===== src/rtl/hazard_ctrl.sv =====
// Pipeline sequencing controller: resolves load-use, taken-branch, multi-cycle MUL
// and data-memory wait hazards by driving stage enables, bubbles and flushes.
//
// state    | meaning
// ---------+-----------------------------------------------------------
// IDLE     | CPU not started; every stage enable held low
// RUN      | normal issue; hazards detected and prioritised here
// MUL_BUSY | MUL still occupies EX; mcnt counts remaining hold cycles
// MEM_WAIT | data memory request outstanding; whole pipe frozen
module hazard_ctrl #(
    parameter int MUL_LAT = 4
) (
    input  logic        clk_i,
    input  logic        rst_i,
    input  logic        start_i,
    input  logic [4:0]  IFID_Rs_i,
    input  logic [4:0]  IFID_Rt_i,
    input  logic [4:0]  IDEX_Rt_i,
    input  logic        IDEX_MemRead_i,
    input  logic        IDEX_Mul_i,
    input  logic        Branch_taken_i,
    input  logic        dmem_req_i,
    input  logic        dmem_ack_i,
    output logic        PC_Write_o,
    output logic        IFID_Write_o,
    output logic        IFID_Flush_o,
    output logic        IDEX_Write_o,
    output logic        IDEX_Bubble_o,
    output logic        EXMEM_Write_o,
    output logic        EXMEM_Bubble_o,
    output logic        MEMWB_Bubble_o,
    output logic [15:0] stall_cnt_o
);

    typedef enum logic [1:0] {IDLE, RUN, MUL_BUSY, MEM_WAIT} state_t;

    localparam bit         MUL_STALLS = (MUL_LAT > 1);
    localparam int         MCNT_INIT_I = (MUL_LAT > 1) ? (MUL_LAT - 2) : 0;
    localparam logic [3:0] MCNT_INIT = MCNT_INIT_I[3:0];

    state_t      state_q, state_d;
    logic [3:0]  mcnt_q, mcnt_d;
    logic [15:0] stall_cnt_q, stall_cnt_d;
    logic        mem_wait, load_use;

    assign mem_wait = dmem_req_i & ~dmem_ack_i;
    assign load_use = IDEX_MemRead_i && (IDEX_Rt_i != 5'd0) &&
                      ((IDEX_Rt_i == IFID_Rs_i) || (IDEX_Rt_i == IFID_Rt_i));

    always_comb begin
        state_d        = state_q;
        mcnt_d         = mcnt_q;
        PC_Write_o     = 1'b1;
        IFID_Write_o   = 1'b1;
        IFID_Flush_o   = 1'b0;
        IDEX_Write_o   = 1'b1;
        IDEX_Bubble_o  = 1'b0;
        EXMEM_Write_o  = 1'b1;
        EXMEM_Bubble_o = 1'b0;
        MEMWB_Bubble_o = 1'b0;

        case (state_q)
            IDLE: begin
                PC_Write_o    = 1'b0;
                IFID_Write_o  = 1'b0;
                IDEX_Write_o  = 1'b0;
                EXMEM_Write_o = 1'b0;
                if (start_i) state_d = RUN;
            end
            RUN: begin
                if (mem_wait) begin
                    PC_Write_o     = 1'b0;
                    IFID_Write_o   = 1'b0;
                    IDEX_Write_o   = 1'b0;
                    EXMEM_Write_o  = 1'b0;
                    MEMWB_Bubble_o = 1'b1;
                    state_d        = MEM_WAIT;
                end else if (IDEX_Mul_i && MUL_STALLS) begin
                    PC_Write_o     = 1'b0;
                    IFID_Write_o   = 1'b0;
                    IDEX_Write_o   = 1'b0;
                    EXMEM_Bubble_o = 1'b1;
                    mcnt_d         = MCNT_INIT;
                    state_d        = MUL_BUSY;
                end else if (load_use) begin
                    PC_Write_o    = 1'b0;
                    IFID_Write_o  = 1'b0;
                    IDEX_Bubble_o = 1'b1;
                end else if (Branch_taken_i) begin
                    IFID_Flush_o = 1'b1;
                end
            end
            MUL_BUSY: begin
                // A memory stall on the final MUL cycle keeps us here so the MUL is not re-issued.
                if ((mcnt_q != 4'd0) || mem_wait) begin
                    PC_Write_o   = 1'b0;
                    IFID_Write_o = 1'b0;
                    IDEX_Write_o = 1'b0;
                    if (mem_wait) begin
                        EXMEM_Write_o  = 1'b0;
                        MEMWB_Bubble_o = 1'b1;
                    end else begin
                        EXMEM_Bubble_o = 1'b1;
                        mcnt_d         = mcnt_q - 4'd1;
                    end
                end else begin
                    state_d = RUN;
                end
            end
            MEM_WAIT: begin
                if (!dmem_ack_i) begin
                    PC_Write_o     = 1'b0;
                    IFID_Write_o   = 1'b0;
                    IDEX_Write_o   = 1'b0;
                    EXMEM_Write_o  = 1'b0;
                    MEMWB_Bubble_o = 1'b1;
                end else begin
                    state_d = RUN;
                end
            end
            default: state_d = IDLE;
        endcase

        stall_cnt_d = stall_cnt_q;
        if ((state_q != IDLE) && !PC_Write_o && (stall_cnt_q != 16'hFFFF))
            stall_cnt_d = stall_cnt_q + 16'd1;
    end

    always_ff @(posedge clk_i or posedge rst_i) begin
        if (rst_i) begin
            state_q     <= IDLE;
            mcnt_q      <= 4'd0;
            stall_cnt_q <= 16'd0;
        end else begin
            state_q     <= state_d;
            mcnt_q      <= mcnt_d;
            stall_cnt_q <= stall_cnt_d;
        end
    end

    assign stall_cnt_o = stall_cnt_q;

endmodule


===== config.mk =====
export PLATFORM = sky130hd
export DESIGN_NAME = hazard_ctrl
export DESIGN_NICKNAME = d
export VERILOG_FILES = /design/src/rtl/hazard_ctrl.sv
export SDC_FILE = /design/constraint.sdc
export NUM_CORES = 1
export LEC_CHECK = 0
export ABC_AREA = 1
export BUFFER_PORTS_ARGS = -buffer_cell sky130_fd_sc_hd__buf_2
export CAP_MARGIN = 20
export CORE_AREA = 2 2 60 62
export DETAILED_ROUTE_END_ITERATION = 10
export DIE_AREA = 0 0 62 64
export GPL_TIMING_DRIVEN = 0
export PLACE_DENSITY = 0.86
export SYNTH_ARGS = -nofsm -noshare
export SYNTH_HDL_FRONTEND = slang
export SYNTH_SLANG_ARGS = --single-unit

===== constraint.sdc =====
create_clock -name clk_i -period 4.67 [get_ports clk_i]
set_input_delay 0.2335 -clock clk_i [delete_from_list [all_inputs] [get_ports clk_i]]
set_output_delay 0.2335 -clock clk_i [all_outputs]
set_load 0.02 [all_outputs]

==> flow_summary.toml <==
[run_status]
outcome = "finished, final reports clean"

[power]
p_total_mw = 0.979
p_per_area_nw_per_um2 = 457
power_leakage_nw = 1.18
vdd_drop_max_uv = 428

[finish]
fill_cells = 305
antennaDiodeCount = 0
syn_to_final_growth_pct = 17.8
fin_area_um2 = 2140
drive_gt1_share_pct = 31.6
fin_nets = 336

[yosys]
syn-num-nets = 285
synth.ff_latch_count = 22
postSynthCellCount = 254
syn_avg_cell_area_um2 = 7.15
yosysWarnings = 0
ys_seq_area_share_pct = 30.3
ys_types = 30
synth_area_um2 = 1820

[global_routing]
grt_pass1_vias = 1562
grt_usage_pct = 20.1
grt_max_degree = 23
overflow = 0
antenna_found_initial = 0
grt_pass1_wl_um = 6270

[timing]
whs_ps = 57.2
setup_viol = 0
setup_tns_ps = 0
min_period_over_period_pct = 52.6
max_clock_freq_ghz = 0.407
maxSlewHeadroom_pct = 45.6
hold_viol_final = 0
fin_worst_skew_ps = 8.76
timing.final.ws_setup_ps = 2210
worst_pin_slew_ps = 815
slew_viol_final = 0
rsz0062_at_grt = "no"
period_needed_ps = 2460

[critical_path]
crit_slowest_cell = "dfrtp_1"
critPathCaptureType = "output port"
crit_type = "register to output port"
setup.worst_path.start_class = "register"
worstPathCellList = "inv_1, ha_1, buf_4, nand4_1, nand2_1, inv_2, nand2_1, nand2_1, inv_2, nand2_4, buf_4, inv_2, buf_4, buf_2"
cp.arrival_ps = 2220
cp.required_ps = 4440
path_max_fanout = 10
critPathBufInv = 8
path_delay_family = "buffers and inverters"
cpPeakStageDelay_ps = 420
rrSetupSlack_ps = 2790

[cts]
cts_setup_buffers = 0
htreeDepth = 1
cts_buffers = 3
cts.clk_slew.worst_paths_ps = 120
post_cts_resized = 0
clock_latency_ps = 310
hold_buffers = 0
clockBufferDepth = 2
clock-sinks = 22
cts_tree = "done"
cts_root_buf = "clkbuf_4"

[flow_run]
maxCapViolCount = 0

[floorplan]
start_util_pct = 55.3
die-width_um = 62
coreArea_um2 = 3280
rows = 21
io_pins = 47
die_area_um2 = 3970
die_y_um = 64

[placed_design]
place_area_um2 = 2100
place_hpwl_um = 2950
gpl.final_weighted_congestion = 0.966
place.port_buffers = 46
place_ws_ps = 2560

[detailed_routing]
drc = 0
vias = 1680
drtIter0Drc = 48
firstDrtPassIters = 4
wl_per_cell_um = 10.5
drt-total-wl_um = 3670
vias_per_cell = 4.80
ant_nets = 0

[worst_hold_path]
hp-class = "primary input to async pin"
## kinds of logic after synthesis
group / share of synthesized area (%)
compound gates: 5.72
simple gates: 39.8
xor+xnor: 8.20
fa+ha+maj: 5.51
buf+inv: 10.5
flops: 30.3
## routing by layer
metal  global-route usage (%)  vias up  part of all wire (%)
met3                     2.63        2                   5.2
met4                     5.32        0                  0.74
li1                         -      892                     -
met5                        0        -                     0
met1                     28.2      740                    48
met2                     32.2       46                    46
## cell usage after synthesis
library cell,n,area [um2]
nor2_4,1,11.3
nand2_2,21,131
o21ai_1,2,10.0
nor3_4,1,16.3
xnor2_1,8,70.1
o21ai_0,6,30.0
buf_12,1,20.0
o2111ai_1,1,8.76
nor2_1,18,67.6
nor3_2,1,10.0
buf_2,1,5.00
nand4_1,3,18.8
nand3b_1,1,7.51
nor2_2,1,6.26
inv_2,10,37.5
buf_4,3,22.5
nor3_1,3,15.0
o22ai_1,1,6.26
nand3_2,2,20.0
a21oi_1,4,20.0
nand2_1,65,244
inv_1,26,97.6
xor2_1,9,78.8
ha_1,8,100
clkinv_1,2,7.51
a31oi_4,1,21.3
nand3_1,28,140
a21boi_0,1,7.51
nand2_4,3,33.8
dfrtp_1,22,551
## layout make-up
cell class	instances	area, um2	share of cell area (%)
multi-input cells	189	1070	50.2
flip-flops and latches	22	551	25.7
repair buffers	46	230	10.8
inverters	38	143	6.67
well taps	46	57.6	2.69
plain buffers	5	47.5	2.22
clock buffers	4	36.3	1.70
## where the power goes
part | total (mW) | internal, mW | leakage (nW) | switching (mW)
combinational | 0.585 | 0.221 | 0.866 | 0.365
sequential | 0.288 | 0.236 | 0.292 | 0.0527
clock | 0.105 | 0.0476 | 0.0210 | 0.0574
## state kept, by name, indices dropped and copies added, names as in the netlist
name / cells
mcnt_q: 4
state_q: 2
stall_cnt_o: 16
## stage by stage
step | util, % | cells
2_1_floorplan | - | 254
3_3_place_gp | 64.0 | 346
3_5_place_dp | 64.0 | 346
4_1_cts | 65.1 | 350
5_1_grt | 65.1 | 350
6_report | 65.1 | 350
## final timing paths
kind / from / end / cells after the start
worst max-delay path: state_q[0]$_DFFE_PP0P_ / PC_Write_o / 14
worst min register to register: stall_cnt_o[15]$_DFFE_PP0P_ / stall_cnt_o[15]$_DFFE_PP0P_ / 2
worst min-delay path: rst_i / stall_cnt_o[3]$_DFFE_PP0P_ / 2
worst max register to register: state_q[0]$_DFFE_PP0P_ / stall_cnt_o[8]$_DFFE_PP0P_ / 14
max in group asynchronous: rst_i / state_q[1]$_DFFE_PP0P_ / 2
min in group clk_i: start_i / state_q[1]$_DFFE_PP0P_ / 4
## layout by cell type (no fill, tap or decap)
cell type / instances
xor2_1: 9
nand3_2: 2
nor2_1: 18
clkbuf_4: 3
a31oi_4: 1
inv_1: 26
inv_2: 10
a21oi_1: 4
o22ai_1: 1
o21ai_0: 6
nor2_2: 1
a21boi_0: 1
nand4_1: 3
nor2_4: 1
o21ai_1: 2
dfrtp_1: 22
nor3_4: 1
buf_2: 47
ha_1: 8
nor3_1: 3
nand2_2: 21
buf_4: 3
o2111ai_1: 1
nor3_2: 1
nand2_4: 3
nand3b_1: 1
xnor2_1: 8
clkbuf_8: 1
buf_12: 1
clkinv_1: 2
nand3_1: 28
nand2_1: 65
No activity file was read; power rests on OpenSTA's default activity.
